==> config.mk <==
export PLATFORM = sky130hd
export DESIGN_NAME = instr_sequencer
export DESIGN_NICKNAME = d
export VERILOG_FILES = /design/src/rtl/instr_sequencer.sv
export SDC_FILE = /design/constraint.sdc
export NUM_CORES = 1
export LEC_CHECK = 0
export ABC_AREA = 0
export BUFFER_PORTS_ARGS = -buffer_cell sky130_fd_sc_hd__buf_4
export CORE_AREA = 2 2 66 68
export CTS_BUF_LIST = sky130_fd_sc_hd__clkbuf_2
export CTS_CLUSTER_SIZE = 14
export DETAILED_ROUTE_END_ITERATION = 7
export DIE_AREA = 0 0 68 70
export PLACE_DENSITY = 0.85
export SLEW_MARGIN = 10
export SYNTH_ARGS = -nofsm -noshare
export SYNTH_HDL_FRONTEND = slang
export SYNTH_SLANG_ARGS = --single-unit
export TNS_END_PERCENT = 50
==> constraint.sdc <==
create_clock -name clk -period 3.1 [get_ports clk]
set_clock_uncertainty 0.1 [all_clocks]
set_input_delay 0.31 -clock clk [delete_from_list [all_inputs] [get_ports clk]]
set_output_delay 0.31 -clock clk [all_outputs]
set_load 0.02 [all_outputs]
==> src/rtl/instr_sequencer.sv <==
// Fetch/execute sequencer for the 8-bit A/B accumulator CPU: owns the PC, fetches
// 15-bit instructions over a req/ready handshake and issues the register write strobe.
module instr_sequencer #(
  parameter int PC_W     = 8,
  parameter int PROG_LEN = 256
) (
  input  logic            clk,
  input  logic            rst,
  input  logic            start,
  input  logic            step,
  input  logic            halt_req,
  output logic            imem_req,
  output logic [PC_W-1:0] imem_addr,
  input  logic            imem_ready,
  input  logic [14:0]     imem_rdata,
  output logic [6:0]      opcode,
  output logic [7:0]      k8,
  output logic            wr_en,
  output logic [PC_W-1:0] pc,
  output logic            busy,
  output logic            halted,
  output logic            illegal,
  output logic [15:0]     instr_count
);
  localparam logic [PC_W-1:0] PC_LAST       = PC_W'(PROG_LEN - 1);
  localparam logic [PC_W-1:0] PC_ONE        = PC_W'(1);
  localparam logic [6:0]      OP_LAST_LEGAL = 7'h24;
  localparam logic [6:0]      OP_HALT       = 7'h7F;

  typedef enum logic [1:0] {IDLE, FETCH, DECODE, EXEC} state_t;

  state_t          state, state_nx;
  logic [14:0]     ir;
  logic            step_mode;
  logic            halt_pend;
  logic            op_legal;
  logic            op_halt;
  logic [PC_W-1:0] pc_next;

  assign opcode    = ir[14:8];
  assign k8        = ir[7:0];
  assign op_legal  = (opcode <= OP_LAST_LEGAL);
  assign op_halt   = (opcode == OP_HALT);
  assign pc_next   = (pc == PC_LAST) ? '0 : pc + PC_ONE;
  assign imem_req  = (state == FETCH);
  assign imem_addr = pc;
  assign busy      = (state != IDLE);
  assign halted    = (state == IDLE);

  always_ff @(posedge clk or posedge rst) begin
    if (rst) state <= IDLE;
    else     state <= state_nx;
  end

  always_comb begin
    state_nx = state;
    case (state)
      IDLE:    if (start || step) state_nx = FETCH;
      FETCH:   if (imem_ready) state_nx = DECODE;
      DECODE:  state_nx = EXEC;
      EXEC:    state_nx = (step_mode || halt_pend || halt_req || op_halt) ? IDLE : FETCH;
      default: state_nx = IDLE;
    endcase
  end

  // The write strobe is registered off DECODE so it lines up exactly with EXEC.
  always_ff @(posedge clk or posedge rst) begin
    if (rst) begin
      pc          <= '0;
      ir          <= '0;
      wr_en       <= 1'b0;
      step_mode   <= 1'b0;
      halt_pend   <= 1'b0;
      illegal     <= 1'b0;
      instr_count <= '0;
    end else begin
      wr_en <= (state == DECODE) && op_legal;

      if (state_nx == IDLE)      halt_pend <= 1'b0;
      else if (busy && halt_req) halt_pend <= 1'b1;

      if (wr_en && instr_count != 16'hFFFF) instr_count <= instr_count + 16'd1;

      case (state)
        IDLE: begin
          if (start) begin
            pc        <= '0;
            illegal   <= 1'b0;
            step_mode <= 1'b0;
          end else if (step) begin
            step_mode <= 1'b1;
          end
        end
        FETCH: if (imem_ready) ir <= imem_rdata;
        EXEC: begin
          if (!op_halt) begin
            pc <= pc_next;
            if (!op_legal) illegal <= 1'b1;
          end
        end
        default: ;
      endcase
    end
  end
endmodule

Word-level counts from Yosys, hierarchy flattened
Cells that the tools add are included.
{"block": "word_totals", "romBits": 0, "latch_bits": 0, "ff_bits": 45, "word_cells": 53, "n_memories": 0, "ram_bits": 0, "output_inout_bits": 52}
{"block": "op_classes", "addsub": 2, "muxes": 16, "magnitude_cmp": 1, "n_div": 0, "n_reduce_logical": 17, "n_eq_ne": 9, "shift": 0, "n_mul": 0, "bitwise_logic": 0}
{"cell": "two-way mux 8 bit", "n": 3}
{"cell": "adder 16 x 1 -> 16 bit (second input constant)", "n": 1}
{"cell": "!= test 16 bit (second input constant)", "n": 1}
{"cell": "one-hot mux 8 bit (2 select lines)", "n": 1}
{"cell": "adder 8 x 1 -> 8 bit (second input constant)", "n": 1}
{"cell": "== test 8 bit (second input constant)", "n": 1}
{"cell": "two-way mux 1 bit", "n": 8}
{"cell": "one-hot mux 2 bit (4 select lines)", "n": 1}
{"cell": "nonzero test 2 bit", "n": 4}
{"cell": "== test 7 bit (second input constant)", "n": 1}
{"cell": "<= comparator 7 x 6 -> 1 bit (second input constant)", "n": 1}
{"cell": "!= test 2 bit (second input constant)", "n": 3}
{"cell": "== test 2 bit (second input constant)", "n": 2}
{"cell": "logical NOT 2 bit", "n": 2}
{"cell": "logical OR 1 bit", "n": 4}
{"cell": "two-way mux 2 bit", "n": 2}
{"cell": "AND reduction 2 bit", "n": 2}
{"cell": "AND reduction 4 bit", "n": 1}
{"cell": "logical AND 1 bit", "n": 3}
{"cell": "AND reduction 3 bit", "n": 1}
{"cell": "== test 2 x 1 -> 1 bit (second input constant)", "n": 1}
{"cell": "one-hot mux 1 bit (2 select lines)", "n": 1}

Depth between registers and ports, before layout
Gate-level depths: netlist (run 1).
{"block": "logic_depth", "depth_word": 7, "depth_mapped": 5, "depth_no_buf": 5}

Worst setup path after synthesis (run 1)
No wires, ideal clock.
{"block": "synth_timing", "kind": "reg-to-reg", "from": "register instr_count[0]", "to": "register instr_count[1]", "n_path_buf": 0, "slack_ns": 1.122, "arrival_ns": 1.750, "t_required_ns": 2.872, "period_less_slack_ns": 1.978, "path_stages_with_launch": 6, "cell_sequence": "dfrtp_1 > ha_1 > nand4_1 > nor4_4 > nand2b_2 > mux2_1"}
{"block": "synth_between", "elab_chain_cells": 2}
{"item": "start: declaration", "line": "23", "rtl": "output logic [15:0] instr_count"}
{"item": "start signal: assignment", "line": "82", "rtl": "if (wr_en && instr_count != 16'hFFFF) instr_count <= instr_count + 16'd1;"}
{"item": "parallel branches: the longest is 2 deep, another holds adder 16 x 1 -> 16 bit"}
Several ways; the timed one is not identified.
A chain may end at the register's enable or synchronous reset.

Worst setup path in the final report (run 1)
Same ends and word-level chain as after synthesis.

==> results of run 1 <==
cell usage after synthesis (5+ instances only):
cell     count  share of area (%)
buf_4        8                2.7
dfrtp_1     45                 51
mux2_2      16                8.2
nand2_1     23                3.9
nand3_1      8                1.8
nand4_1      5                1.4
nor2_1      11                1.9
nor3_1       5                1.1
o21ai_0      6                1.4
xor2_1       9                3.6
worst paths after layout:
| kind | start | endpoint | slack [ns] | depth (start not counted) |
|---|---|---|---|---|
| worst min register to register | step_mode | step_mode | 0.43 | 2 |
| min in group clk | imem_rdata[7] | ir[7] | 0.03 | 2 |
| worst max-delay path | instr_count[0] | instr_count[1] | 1.11 | 5 |
| max in group asynchronous | rst | ir[2] | 2.32 | 2 |
| worst min-delay path | rst | instr_count[12] | -0.008 | 2 |
| worst max register to register | instr_count[0] | instr_count[1] | 1.11 | 5 |
registers in the layout (all words and copies together) (netlist names):
signal       count
state            2
wr_en            1
imem_addr        8
step_mode        1
illegal          1
halt_pend        1
instr_count     16
ir              15
power groups by stage:
stage                     Clock, W  Sequential, W  Combinational (W)
after floorplan                  0        0.00107           0.000411
after global placement           0       0.000905           0.000919
after detailed placement         0       0.000918           0.000935
after CTS                 0.000234       0.000905           0.000938
after global routing      0.000251       0.000933            0.00100
final                     0.000226       0.000904           0.000926
final cells by class:
cell class,instances,share of cell area (%)
flip-flops and latches,45,40.8
well taps,52,2.36
inverters,4,0.544
repair buffers,72,19.6
clock buffers,6,1.09
multi-input cells,139,35.5
clock inverters,1,0.136
metal layers:
| layer | track usage [%] | up-vias | routed length (um) |
|---|---|---|---|
| met5 | 0 | - | 0 |
| met4 | 8.00 | 0 | 72 |
| met3 | 5.48 | 7 | 296 |
| met2 | 28.9 | 55 | 2120 |
| met1 | 26.0 | 795 | 1930 |
| li1 | - | 843 | - |
stage by stage:
stage | worst slack (ns) | power (W) | std cells | hold slack (ns) | util [%]
final | 1.11 | 0.00206 | 319 | -0.00838 | 66.6
after global routing | 0.925 | 0.00219 | 319 | 0.00520 | 66.6
after CTS | 1.10 | 0.00208 | 319 | 0.00918 | 66.6
after detailed placement | 1.13 | 0.00185 | 312 | 0.392 | 65.8
after global placement | 1.18 | 0.00182 | 312 | 0.387 | 65.8
after floorplan | 1.12 | 0.00148 | 198 | 0.357 | -
logic make-up after synthesis:
kind of cell               synth area share (%)
DFF                                        51.4
xor gates and xnor gates                   4.40
muxes                                      9.25
adders and majority gates                  1.14
and+or+nand+nor                            20.0
AOI/OAI and AO/OA                          9.93
buffers and inverters                      3.88
==> metrics.md, run 1 <==
| Metric | Value |
|---|---|
| Starting DRC count in detailed routing | 107 |
| FF+latch count, synth | 45 |
| Slew HR | 38.0% |
| Clock Power Share | 11.0% |
| CTS root buf | clkbuf_2 |
| Area of the multi-input gates | 981 um^2 |
| DRC Markers | 0 |
| Hold Path Class | input pin to asynchronous set/reset pin |
| Drt first pass iters | 4 |
| CTS tree | done |
| Worst-path fanout max | 7 |
| Leading cell type in the layout, fill and taps excluded | buf_4 |
| Die Y | 70 um |
| Ys flop type | dfrtp_1 |
| Vias | 1700 |
| Power Dens Cells | 744 nW/um^2 |
| TritonCTS Buffers | 5 |
| Area grow syn2layout | 26.0% |
| Synth Net Count | 221 |
| Crit end category | register |
| Fin crit share | 64.1% |
| NetSw | 0.000817 W |
| Synth Cell Area | 2190 um^2 |
| Final setup fails | 0 |
| Syn_area_per_cell | 11.1 um^2 |
| Die area | 4760 um^2 |
| Commonest cells after routing, fill and taps aside | buf_4 (72), dfrtp_1 (45), nand2_1 (23), mux2_2 (16), nor2_1 (11) |
| H-tree lvl count | 2 |
| Syn Inst Count | 198 |
| # rows | 24 |
| Post-synth cell types | 43 |
| Number of synthesized flops with an enable pin | 0 |
| CP top delay family | simple AND/OR/NAND/NOR gates |
| Failing checks | negative hold slack |
| Antenna diodes | 0 |
| All-Layer GR Usage | 19.3% |
| RSZ-0062 raised after global routing | false |
| Internal power | 0.00124 W |
| I/O pins | 73 |
| Worst path required time | 3.29 ns |
| DRT Wirelength | 4.41 mm |
| Sequential-to-total area share from yosys stat | 51.4% |
| Share of cells above drive strength 1 | 38.6% |
| Largest stage delay, worst path | 0.45 ns |
| Final GP Congestion | 0.842 |
| WL per Instance | 13.8 um |
| Status | complete, but fails checks |
| Post-synthesis async set-or-reset flop share | 100% |
| GRT overflow | 0 |
| First-pass GRT wire length | 7.07 mm |
| Core area | 4140 um^2 |
| Worst slew pin tran | 0.929 ns |
| Vias in the first global route | 1602 |
| PortBufs | 72 |
| Max Root-Sink Buffers | 2 |
| Final min period | 1.99 ns |
| Slew Limit Fails | 0 |
| Worst path cell trace | ha_1, nand4_1, nor4_4, nand2b_2, mux2_1 |
| Setup_tns | 0 ns |
| Placed cell areas | 2730 um^2 |
| Fillers | 340 |
| Final Instance Area | 2760 um^2 |
| Buf/Inv on CP | 0 |
| Final Hold Violating Endpoints | 19 |
| Post-CTS Setup Repair Bufs | 0 |
| Hold_buf cts | 0 |
| Initial Util | 52.9% |
| CTS sink count | 45 |
| Final ANT Viol Nets | 0 |
| Switching Share | 39.8% |
| DP HPWL | 3.31 mm |
| Register area | 1130 um^2 |
| Combinational power share | 45.0% |
| Warning count from the yosys run | 0 |
| Nets | 290 |
| Highest Clock Rate | 504 MHz |
| Worst-path clk slew | 0.21 ns |
| Startpoint Class | register |
| Seq pwr share | 44.0% |
| Fin Hold WS | -0.00838 ns |
| Worst setup path class | register to register |
| Crit path DAT | 2.18 ns |
| Worst-Skew Late Latency | 0.39 ns |
| Max Cap Viol | 0 |
| Static leakage | 1.39 nW |
| Die W | 68 um |
| VDD IR-drop max | 0.000472 V |
| Via density | 5.33 |
| Largest net degree at the start of global routing | 46 |
| PostCTS Resize Cnt | 0 |
| Initial antenna violation count | 0 |
| Worst path slowest cell | dfrtp_1 |
Power figures use the tool's default switching activity.
==> inputs of run 2 (changes only) <==
CORE_AREA = 2 2 72 74   (was 2 2 66 68)
DIE_AREA = 0 0 74 76   (was 0 0 68 70)
PLACE_DENSITY = 0.76   (was 0.85)
clock period = 1.8 ns   (was 3.1 ns; I/O delays follow)
==> run 2 against run 1 <==
The run now ends clean. Clock power increased to 2.6 times the previous value. Core utilization down 1.9 points. Sequential power rose by 73%. Critical path depth stayed put. Non-clock buffer count rose by 35. Flip-flop and latch count is the same.
==> metrics.md, run 2 (same netlist as run 1, synthesis figures left out) <==
| Metric | Value |
|---|---|
| All-Layer GR Usage | 19.2% (was 19.3%) |
| DRC Markers | 0 (unchanged) |
| DRT met1 WL | 2.04 mm (was 1.93 mm) |
| Startpoint Class | register (unchanged) |
| Top reg by flops | instr_count (unchanged) |
| Final setup fails | 0 (unchanged) |
| Worst-path clk slew | 0.25 ns (was 0.21 ns) |
| Hold Path Class | input pin to register (was input pin to asynchronous set/reset pin) |
| CTS sink count | 45 (unchanged) |
| H-tree lvl count | 2 (unchanged) |
| Worst path slowest cell | dlygate4sd3_1 (was dfrtp_1) |
| Die Y | 76 um (was 70 um) |
| Power Dens Cells | 1250 nW/um^2 (was 744 nW/um^2) |
| PortBufs | 72 (unchanged) |
| Commonest cells after routing, fill and taps aside | buf_4 (86), dfrtp_1 (37), nand2_1 (23), dlygate4sd3_1 (20), mux2_2 (16) (was buf_4 (72), dfrtp_1 (45), nand2_1 (23), mux2_2 (16), nor2_1 (11)) |
| Worst path cell trace | or2_4, inv_2, o21ai_0, nand2_1, dlygate4sd3_1 (was ha_1, nand4_1, nor4_4, nand2b_2, mux2_1) |
| DR WL met3 | 272 um (was 296 um) |
| RSZ-0062 raised after global routing | true (was false) |
| Worst-Skew Late Latency | 0.42 ns (was 0.39 ns) |
| Crit path DAT | 2.03 ns (was 2.18 ns) |
| Worst-path fanout max | 6 (was 7) |
| Vias in the first global route | 1852 (was 1602) |
| Initial antenna violation count | 0 (unchanged) |
| Max Cap Viol | 0 (unchanged) |
| Max Root-Sink Buffers | 2 (unchanged) |
| Fin crit share | 96.4% (was 64.1%) |
| DRT Wirelength | 5.14 mm (was 4.41 mm) |
| Max FFs per register | 16 (unchanged) |
| Static leakage | 1.55 nW (was 1.39 nW) |
| Area grow syn2layout | 45.1% (was 26.0%) |
| Crit end category | register (unchanged) |
| Leading cell type in the layout, fill and taps excluded | buf_4 (unchanged) |
| Setup_tns | 0 ns (unchanged) |
| Antenna diodes | 0 (unchanged) |
| WL per Instance | 13.8 um (about the same) |
| GRT overflow | 0 (unchanged) |
| Largest stage delay, worst path | 0.54 ns (was 0.45 ns) |
| Worst setup path class | register to register (unchanged) |
| I/O pins | 73 (unchanged) |
| Met2 wire length | 2.73 mm (was 2.12 mm) |
| Final Hold Violating Endpoints | 0 (was 19) |
| Die W | 74 um (was 68 um) |
| Die area | 5620 um^2 (was 4760 um^2) |
| Status | completed (was complete, but fails checks) |
| Final ANT Viol Nets | 0 (unchanged) |
| Nets | 325 (was 290) |
| Slew Limit Fails | 0 (unchanged) |
| Final min period | 1.73 ns (was 1.99 ns) |
| DP HPWL | 3.55 mm (was 3.31 mm) |
| Share of cells above drive strength 1 | 42.9% (was 38.6%) |
| Final GP Congestion | 0.839 (was 0.842) |
| VDD IR-drop max | 0.000920 V (was 0.000472 V) |
| Inst Count DP | 343 (was 312) |
| First-pass GRT wire length | 8.42 mm (was 7.07 mm) |
| Slew HR | 54.8% (was 38.0%) |
| # rows | 26 (was 24) |
| Via density | 5.09 (was 5.33) |
| Largest net degree at the start of global routing | 29 (was 46) |
| Drt first pass iters | 4 (unchanged) |
| Core area | 4910 um^2 (was 4140 um^2) |
| Initial Util | 44.6% (was 52.9%) |
| Worst path required time | 2.09 ns (was 3.29 ns) |
| CTS root buf | clkbuf_2 (unchanged) |
| CTS tree | done (unchanged) |
| Highest routed metal layer | met4 (unchanged) |
| Layout Cells excl Fill | 373 (was 319) |
| TritonCTS Buffers | 5 (unchanged) |
| Worst slew pin tran | 0.674 ns (was 0.929 ns) |
| Highest Clock Rate | 577 MHz (was 504 MHz) |
| Vias | 1898 (was 1700) |
| Starting DRC count in detailed routing | 79 (was 107) |
[run 2: path summary, 6_finish.rpt]
check                            endpoint  slack (ns)  depth (start not counted)  startpoint
worst max-delay path             state[0]        0.07                          5    state[1]
worst min-delay path            halt_pend        0.06                          4  imem_ready
worst max register to register   state[0]        0.07                          5    state[1]
worst min register to register      ir[2]        0.44                          1       ir[2]
max in group asynchronous           ir[3]        0.87                          4         rst
min in group asynchronous           wr_en        0.18                          3         rst
[run 2: per-stage QoR]
stage                     utilization (%)  power, W  hold slack [ns]  setup WS, ns  instance area, um^2
final                                64.7   0.00396           0.0629        0.0655                 3180
after global routing                 64.7   0.00419           0.0723       -0.0130                 3180
after CTS                            64.3   0.00393           0.0386        0.0608                 3160
after detailed placement             58.8   0.00329            0.135         0.104                 2890
after global placement               58.8   0.00324            0.134         0.161                 2890
after floorplan                         -   0.00257            0.227      0.000105                 2220
[run 2: area by class of cell]
class,instances,area [um^2]
clock inverters,3,46.3
clock buffers,5,25.0
multi-input cells,139,1000
flip-flops and latches,45,1140
fillers,390,1730
well taps,70,87.6
inverters,4,15.0
repair buffers,107,866
[run 2: metal layers]
metal	global-route usage, %	vias to the layer above
met2	34.1	62
met1	21.6	909
met3	4.76	10
met5	0	-
met4	7.09	0
li1	-	917
[run 2: report_power, final]
group | total (W) | switching (W) | internal (W)
Clock | 0.000582 | 0.000346 | 0.000236
Sequential | 0.00156 | 0.000258 | 0.00130
Combinational | 0.00182 | 0.000922 | 0.000897
[run 2: worst max-delay path: cells and delay by family, from the launching register on]
kind | cells | cell delay [ns]
buffers and inverters | 2 | 0.62
DFF | 1 | 0.49
AOI/OAI and AO/OA | 1 | 0.13
and+or+nand+nor | 2 | 0.35
[run 2: repair_timing]
action                                  4_1_cts  5_1_grt
hold buffers                                 20        0
resized for setup                             0        3
endpoints found under the hold margin        49        0
buffers inserted                              0        2
endpoints found under the setup margin        0        4
==> inputs of run 3 (changes only) <==
CELL_PAD_IN_SITES_DETAIL_PLACEMENT = 0   (was default)
CELL_PAD_IN_SITES_GLOBAL_PLACEMENT = 1   (was default)
CORE_AREA = 2 2 82 84   (was 2 2 72 74)
CTS_CLUSTER_SIZE = default   (was 14)
DIE_AREA = 0 0 84 86   (was 0 0 74 76)
PLACE_DENSITY = default   (was 0.76)
PLACE_DENSITY_LB_ADDON = 0.1   (was default)
==> run 3 against run 2 <==
Worst hold slack better by 0.020 ns. Register-to-register slack about the same. Critical path depth unchanged. Flip-flop and latch count unchanged. Via count down 1.4%. Combinational power up 2%. Fmax down 0.20%. Core utilization down 13 points. Largest power group unchanged.
==> metrics.md, run 3 (same netlist as run 1, synthesis figures left out) <==
| Metric | Value |
|---|---|
| Worst reg-to-reg path cell count | 5 (unchanged) |
| GRT overflow | 0 (unchanged) |
| Final WS setup | 0.0620 ns (was 0.0655 ns) |
| Slew Limit Fails | 0 (unchanged) |
| Final Hold Violating Endpoints | 0 (unchanged) |
| Leading cell type in the layout, fill and taps excluded | buf_4 (unchanged) |
| PortBufs | 72 (unchanged) |
| I/O pins | 73 (unchanged) |
| Nets | 330 (was 325) |
| Drt first pass iters | 4 (unchanged) |
| Share of cells above drive strength 1 | 44.2% (was 42.9%) |
| Area grow syn2layout | 47.2% (was 45.1%) |
| Final setup fails | 0 (unchanged) |
| Worst-Skew Late Latency | 0.40 ns (was 0.42 ns) |
| Die Y | 86 um (was 76 um) |
| Max Cap Viol | 0 (unchanged) |
| Hold Path Class | input pin to register (unchanged) |
| Final GP Congestion | 0.797 (was 0.839) |
| WL per Instance | 13.4 um (was 13.8 um) |
| All-Layer GR Usage | 14.8% (was 19.2%) |
| Antenna diodes | 0 (unchanged) |
| Via density | 4.86 (was 5.09) |
| Hold path endpoint | halt_pend (unchanged) |
| Worst-path clk slew | 0.23 ns (was 0.25 ns) |
| Worst path required time | 2.02 ns (was 2.09 ns) |
| Vias | 1871 (was 1898) |
| Highest Clock Rate | 575 MHz (was 577 MHz) |
| Largest net degree at the start of global routing | 27 (was 29) |
| Layout Cells excl Fill | 385 (was 373) |
| Vias in the first global route | 1857 (was 1852) |
| Startpoint Class | register (unchanged) |
| Status | completed (unchanged) |
| Slew HR | 70.1% (was 54.8%) |
| # rows | 29 (was 26) |
| DRC Markers | 0 (unchanged) |
| Initial antenna violation count | 0 (unchanged) |
| Worst slew pin tran | 0.448 ns (was 0.674 ns) |
| R2R setup slack | 0.06 ns (was 0.07 ns) |
| CTS tree | done (unchanged) |
| TritonCTS Buffers | 5 (unchanged) |
| Crit path DAT | 1.96 ns (was 2.03 ns) |
| H-tree lvl count | 2 (unchanged) |
| Final ANT Viol Nets | 0 (unchanged) |
| Setup WS pre-CTS | 0.0670 ns (was 0.104 ns) |
| DP HPWL | 3.77 mm (was 3.55 mm) |
| First-pass GRT wire length | 8.65 mm (was 8.42 mm) |
| Die area | 7220 um^2 (was 5620 um^2) |
| Fin crit share | 96.6% (was 96.4%) |
| Power Dens Cells | 1230 nW/um^2 (was 1250 nW/um^2) |
| R2R Path End | instr_count[1] (was state[0]) |
| Initial Util | 34.9% (was 44.6%) |
| Crit end category | register (unchanged) |
| Worst-path fanout max | 5 (was 6) |
| CTS sink count | 45 (unchanged) |
| Hold path cells | 4 (unchanged) |
| Commonest cells after routing, fill and taps aside | buf_4 (91), dfrtp_1 (37), nand2_1 (23), dlygate4sd3_1 (20), mux2_2 (16) (was buf_4 (86), dfrtp_1 (37), nand2_1 (23), dlygate4sd3_1 (20), mux2_2 (16)) |
| RSZ-0062 raised after global routing | true (unchanged) |
| CTS root buf | clkbuf_2 (unchanged) |
| Max FFs per register | 16 (unchanged) |
| Core area | 6280 um^2 (was 4910 um^2) |
| Worst setup path class | register to register (unchanged) |
| Die W | 84 um (was 74 um) |
| VDD IR-drop max | 0.000759 V (was 0.000920 V) |
| Max Root-Sink Buffers | 2 (unchanged) |
| DRT Wirelength | 5.16 mm (was 5.14 mm) |
| Inst Count DP | 355 (was 343) |
| Top reg by flops | instr_count (unchanged) |
| Min-delay src | imem_ready (unchanged) |
| Fin Hold WS | 0.0832 ns (was 0.0629 ns) |
| Starting DRC count in detailed routing | 53 (was 79) |
| RR Startpoint | instr_count[1] (was state[1]) |
| Final min period | 1.74 ns (was 1.73 ns) |
| Static leakage | 1.59 nW (was 1.55 nW) |
run 3: repair_timing:
item | 4_1_cts | 5_1_grt
setup endpoints to repair | 0 | 8
buffers inserted | 0 | 2
endpoints found under the hold margin | 63 | 0
resized for setup | 0 | 5
hold buffers | 20 | 0
run 3: worst max path at each step:
stage,slack [ns],to,cells past startpoint,start
after floorplan,0.0001,instr_count[1],5,instr_count[0]
after global placement,0.08,instr_count[1],5,instr_count[0]
after detailed placement,0.07,instr_count[1],5,instr_count[0]
after CTS,0.03,instr_count[1],5,instr_count[0]
after global routing,-0.02,instr_count[1],5,instr_count[1]
final,0.06,instr_count[1],5,instr_count[1]
run 3: layout make-up:
type / count / area, um^2
clock buffers: 5 / 25.0
well taps: 77 / 96.3
fillers: 596 / 3050
inverters: 4 / 15.0
multi-input cells: 139 / 1010
clock inverters: 3 / 41.3
repair buffers: 112 / 903
flip-flops and latches: 45 / 1140
run 3: routing by layer:
metal	track usage (%)	up-vias	part of all wire [%]
li1	-	929	-
met4	3.96	0	1.1
met1	19.6	891	45
met5	0	-	0
met3	4.23	6	5.1
met2	24.0	45	49
run 3: report_power, final:
group / internal (W) / leakage, nW / switching (W)
registers: 0.00130 / 0.567 / 0.000253
clock network: 0.000230 / 0.0366 / 0.000333
logic: 0.000936 / 0.982 / 0.000926
run 3: stage by stage:
stage	setup TNS [ns]	power [W]	util [%]	instance area [um^2]
finish	0	0.00398	51.4	3230
floorplan	0	0.00257	-	2220
global route	-0.0217	0.00427	51.4	3230
detailed placement	0	0.00333	46.7	2930
global placement	0	0.00332	46.7	2930
CTS	0	0.00397	51.0	3200
run 3: worst max-delay path, stage by stage (launching register included):
cell and delay [ns]:
dfrtp_2 0.47, ha_4 0.16, nand4_1 0.21, nor4_4 0.24, nand2b_4 0.19, mux2_4 0.29
